`src/rtl/regfile_pkg.sv`:
```
// Shared register-file constants and the writeback request record.
package regfile_pkg;
  localparam int unsigned REG_ADDR_W = 5;
  localparam int unsigned REG_DATA_W = 32;
  localparam int unsigned REG_COUNT  = 32;
  localparam logic [REG_ADDR_W-1:0] ZERO_REG = 5'd0;

  typedef struct packed {
    logic [REG_ADDR_W-1:0] addr;
    logic [REG_DATA_W-1:0] data;
  } wb_req_t;
endpackage

```
`src/rtl/rr_arbiter.sv`:
```
// Combinational round-robin arbiter: first requester at or after ptr, wrapping.
module rr_arbiter #(
  parameter int unsigned NUM_REQ = 3
) (
  input  logic [NUM_REQ-1:0] req,
  input  logic [2:0]         ptr,
  output logic [NUM_REQ-1:0] grant,
  output logic [2:0]         idx
);
  logic       found;
  logic [3:0] best_d;
  logic [3:0] d;

  // Pick the valid requester with the smallest wrapped distance from ptr.
  always_comb begin
    grant  = '0;
    idx    = '0;
    found  = 1'b0;
    best_d = '1;
    d      = '0;
    for (int unsigned i = 0; i < NUM_REQ; i++) begin
      d = (4'(i) >= {1'b0, ptr}) ? 4'(i) - {1'b0, ptr}
                                 : 4'(i) + 4'(NUM_REQ) - {1'b0, ptr};
      if (req[i] && (!found || d < best_d)) begin
        found  = 1'b1;
        best_d = d;
        idx    = 3'(i);
      end
    end
    for (int unsigned i = 0; i < NUM_REQ; i++) begin
      grant[i] = found && (idx == 3'(i));
    end
  end
endmodule

```
`src/rtl/regfile_wb_arbiter.sv`:
```
// Round-robin sharing of the register-file write port, with a registered
// write stage and saturating commit/discard statistics.
module regfile_wb_arbiter
  import regfile_pkg::*;
#(
  parameter int unsigned NUM_REQ    = 3,
  parameter int unsigned ADDR_W     = 5,
  parameter int unsigned DATA_W     = 32,
  parameter bit          DISCARD_R0 = 1'b1
) (
  input  logic                      clk,
  input  logic                      nrst,
  input  logic                      stall,
  input  logic [NUM_REQ-1:0]        req_valid,
  input  logic [NUM_REQ*ADDR_W-1:0] req_addr,
  input  logic [NUM_REQ*DATA_W-1:0] req_data,
  output logic [NUM_REQ-1:0]        req_ready,
  output logic                      wr_en,
  output logic [ADDR_W-1:0]         wr_addr,
  output logic [DATA_W-1:0]         wr_data,
  output logic [2:0]                wr_src,
  output logic [15:0]               wr_count,
  output logic [7:0]                drop_count
);
  logic [2:0]         rr_ptr;
  logic [NUM_REQ-1:0] grant;
  logic [2:0]         grant_idx;
  logic               xfer;
  logic [ADDR_W-1:0]  sel_addr;
  logic [DATA_W-1:0]  sel_data;
  logic               sel_r0;

  rr_arbiter #(.NUM_REQ(NUM_REQ)) u_arb (
    .req   (req_valid),
    .ptr   (rr_ptr),
    .grant (grant),
    .idx   (grant_idx)
  );

  assign req_ready = (nrst && !stall) ? grant : '0;
  assign xfer      = |(req_ready & req_valid);

  always_comb begin
    sel_addr = '0;
    sel_data = '0;
    for (int unsigned i = 0; i < NUM_REQ; i++) begin
      if (grant[i]) begin
        sel_addr = req_addr[i*ADDR_W +: ADDR_W];
        sel_data = req_data[i*DATA_W +: DATA_W];
      end
    end
  end

  assign sel_r0 = DISCARD_R0 && (sel_addr == ADDR_W'(ZERO_REG));

  always_ff @(posedge clk) begin
    if (!nrst) begin
      rr_ptr     <= '0;
      wr_en      <= 1'b0;
      wr_addr    <= '0;
      wr_data    <= '0;
      wr_src     <= '0;
      wr_count   <= '0;
      drop_count <= '0;
    end else if (xfer) begin
      rr_ptr  <= (grant_idx == 3'(NUM_REQ - 1)) ? 3'd0 : grant_idx + 3'd1;
      wr_addr <= sel_addr;
      wr_data <= sel_data;
      wr_src  <= grant_idx;
      if (sel_r0) begin
        wr_en      <= 1'b0;
        drop_count <= (drop_count == 8'hFF) ? drop_count : drop_count + 8'd1;
      end else begin
        wr_en    <= 1'b1;
        wr_count <= (wr_count == 16'hFFFF) ? wr_count : wr_count + 16'd1;
      end
    end else begin
      wr_en <= 1'b0;
    end
  end
endmodule

```
`config.mk`:
```
export PLATFORM = sky130hd
export DESIGN_NAME = regfile_wb_arbiter
export DESIGN_NICKNAME = d
export VERILOG_FILES = /design/src/rtl/regfile_pkg.sv /design/src/rtl/rr_arbiter.sv /design/src/rtl/regfile_wb_arbiter.sv
export SDC_FILE = /design/constraint.sdc
export NUM_CORES = 1
export LEC_CHECK = 0
export BUFFER_PORTS_ARGS = -buffer_cell sky130_fd_sc_hd__clkbuf_2
export CAP_MARGIN = 20
export CELL_PAD_IN_SITES_DETAIL_PLACEMENT = 0
export CELL_PAD_IN_SITES_GLOBAL_PLACEMENT = 1
export CORE_MARGIN = 10
export CORE_UTILIZATION = 30
export CTS_CLUSTER_DIAMETER = 150
export DETAILED_ROUTE_END_ITERATION = 10
export PLACE_DENSITY_LB_ADDON = 0.1
export SLEW_MARGIN = 10
export SYNTH_ARGS = -nofsm -noshare
export SYNTH_HDL_FRONTEND = slang
export SYNTH_SLANG_ARGS = --single-unit
```
`constraint.sdc`:
```
create_clock -name clk -period 4.76 [get_ports clk]
set_clock_uncertainty 0.05 [all_clocks]
set_input_delay 0.476 -clock clk [delete_from_list [all_inputs] [get_ports clk]]
set_output_delay 0.476 -clock clk [all_outputs]
set_load 0.05 [all_outputs]
```
==> run_results.csv <==
group,metric,value,unit
synthesis,syn-num-nets,596,
finish,diodes,0,
global_routing,grt_pass1_vias,4195,
routing,avgRoutedWirePerCell,16.9,µm
finish,drive_gt1_frac,0.417,
placed_design,io_buffers,183,
finish,final_cells,832,
placed_design,globalplace.congestion,0.892,
routing,routed_via_density,4.94,
finish,syn2layout_area_growth,43.9,%
synthesis,synth_area,0.00382,mm²
timing,hold_viol_final,0,
synthesis,async_flop_share,0,
synthesis,synth_cell_types,56,
finish,nets,789,
synthesis,ys_seq_elements,66,
global_routing,grt_start_max_net_pins,72,
die,initial_core_util,0.304,
clock_tree,clock_path_buffers,2,
synthesis,synth.avg_cell_area,8.27,µm²
die,die_area,0.0176,mm²
synthesis,synthTopCellsByArea,"dfxtp_1 35%, a311oi_1 7.6%, nand2_1 7.1%",
pwr,total_power,1.71,mW
timing,worst_pin_slew,0.710,ns
clock_tree,clock-root-buffer,"clkbuf_16",
synthesis,synth_top_area_share,0.346,
die,die_h,133,µm
synthesis,synthFlopType,"dfxtp_1",
synthesis,synthCells,462,
clock_tree,numCtsBuffers,9,
worst_setup_path,worstSetupPathType,"reg2out",
outcome,status,"finished clean",
timing,setup_viol,0,
synthesis,synth_most_common_cell,"nand2_1",
global_routing,grt_usage,0.154,
synthesis,synth_common_cells,"72 x nand2_1, 66 x dfxtp_1, 49 x nor2_1",
die,fp-row-count,41,
timing,period_share,0.964,
global_routing,grt_first_pass_wirelength,22.1,mm
pwr,ir_drop,0.000137,V
finish,post-route-cell-area,0.00549,mm²
die,io_pins,185,
synthesis,yosysWarnings,0,
placed_design,placed_area,0.00502,mm²
placed_design,dp_slack,-0.167,ns
worst_setup_path,cp.arrival,4.06,ns
timing,fin_hold_ws,0.334,ns
routing,ant_nets,0,
timing,worst_slack,0.171,ns
worst_setup_path,cp_max_fo,10,
pwr,power_leakage,2.44,nW
clock_tree,clk_pin_slew,0.06,ns
die,die_w,133,µm
timing,min_period,4.59,ns
timing,rsz0062_at_grt,"true",
clock_tree,cts_num_sinks,66,
worst_setup_path,worst_ep_required_time,4.23,ns
synthesis,synth_seq_area_share,0.346,
routing,drc,0,
routing,vias,4110,
global_routing,grt_overflow_total,0,
job,cap_violations,0,
placed_design,dp_cells,807,
finish,final_util,0.437,
worst_setup_path,cp-start-kind,"register",
global_routing,grt_antenna_before_repair,1,
timing,slew_viol_final,0,
clock_tree,htree_num_levels,3,
clock_tree,cts_tree,"built",
routing,drtIter0Drc,179,
placed_design,dp.final_hpwl,11.0,mm
pwr,cellPowerDensity,311,mW/mm²
timing,tns,0,ns
routing,dr.pass1.iters,4,
synthesis,synth_top_cell_by_area,"dfxtp_1",
timing,relSlewSlack,0.527,
worst_hold_path,min_path_type,"in2reg",
routing,wl,14.1,mm
clock_tree,insertion_delay,0.33,ns
synthesis,synth-edff-count,0,
worst_setup_path,worstSetupEndpointType,"primary output",
die,fp.coreArea,0.0126,mm²
timing,timing.fmax,218,MHz
-- layer usage --
| metal | routed length [µm] | global-route usage | part of all wire |
|---|---|---|---|
| met1 | 6140 | 0.179 | 0.44 |
| met2 | 6580 | 0.250 | 0.47 |
| met3 | 1200 | 0.0647 | 0.085 |
| met4 | 163 | 0.0507 | 0.012 |
| met5 | 13 | 0 | 0.00092 |
-- where the power goes --
group,internal (mW),leakage [nW],switching [mW]
Sequential,0.580,0.539,0.0155
Clock,0.418,0.149,0.245
Combinational,0.162,1.75,0.289
Total,1.16,2.44,0.549
-- final timing paths --
| path | slack, ns | end | depth (start not counted) | from |
|---|---|---|---|---|
| setup / recovery | 0.17 | req_ready[2] | 20 | rr_ptr[1] |
| hold / removal | 0.33 | wr_data[15] | 3 | req_data[47] |
| setup reg to reg | 0.20 | wr_count[1] | 22 | rr_ptr[1] |
| hold reg to reg | 0.40 | wr_addr[1] | 2 | wr_addr[1] |
-- state kept, by name, summed over array words and instances (netlist names) --
name	cells
wr_data	32
wr_count	16
drop_count	8
wr_addr	5
rr_ptr	3
wr_en	1
wr_src	1
-- final cells by class --
class	instances	area, µm²
multi-input cells	352	2430
clock buffers	11	243
clock inverters	5	53.8
inverters	13	48.8
fillers	1316	7070
repair buffers	213	1180
flip-flops and latches	66	1320
well taps	172	215
-- repair_timing --
| item | 4_1_cts | 5_1_grt |
|---|---|---|
| setup buffers | 0 | 9 |
| gates resized for setup | 13 | 15 |
| endpoints found under the setup margin | 14 | 23 |
| hold buffers | 0 | 0 |
| pin swaps | 1 | 9 |
-- layout by cell type, fill, tap and decap left out, types with 4 or more instances in the layout --
master	instances
dfxtp_1	66
buf_4	29
nand2_1	72
a22oi_1	32
mux2i_1	14
or3_1	5
a21o_2	5
o21ai_0	7
nor2_1	46
o211ai_1	7
and3_2	5
clkbuf_2	180
nand2b_1	7
inv_1	11
clkbuf_16	9
a311oi_1	33
nand3_1	10
and3_1	7
nand3_2	4
o21ai_1	5
ha_1	14
a21oi_1	19
-- kinds of logic after synthesis --
family,share of synthesized area
adder cells (fa/ha/maj),0.0557
XOR/XNOR,0.00459
other,0.000982
AND/OR/NAND/NOR,0.238
flip-flops,0.346
AO/OA/AOI/OAI,0.260
buffers and inverters,0.0557
multiplexers,0.0396
-- worst max-delay path, cell delays in order, from the launching register on --
cell and delay, ns:
dfxtp_1 0.31, inv_1 0.12, ha_2 0.21, ha_4 0.17, nor2_1 0.05, a21oi_1 0.13
nor2_1 0.09, ha_1 0.35, a21oi_2 0.19, o21ai_2 0.09, or2_4 0.29, nand2_1 0.07
o21ai_1 0.07, ha_1 0.29, and3_1 0.20, and2_1 0.16, o31a_1 0.12, or3_4 0.38
buf_6 0.16, nor2_4 0.12, buf_12 0.15
No activity file was read; power rests on OpenSTA's default activity.
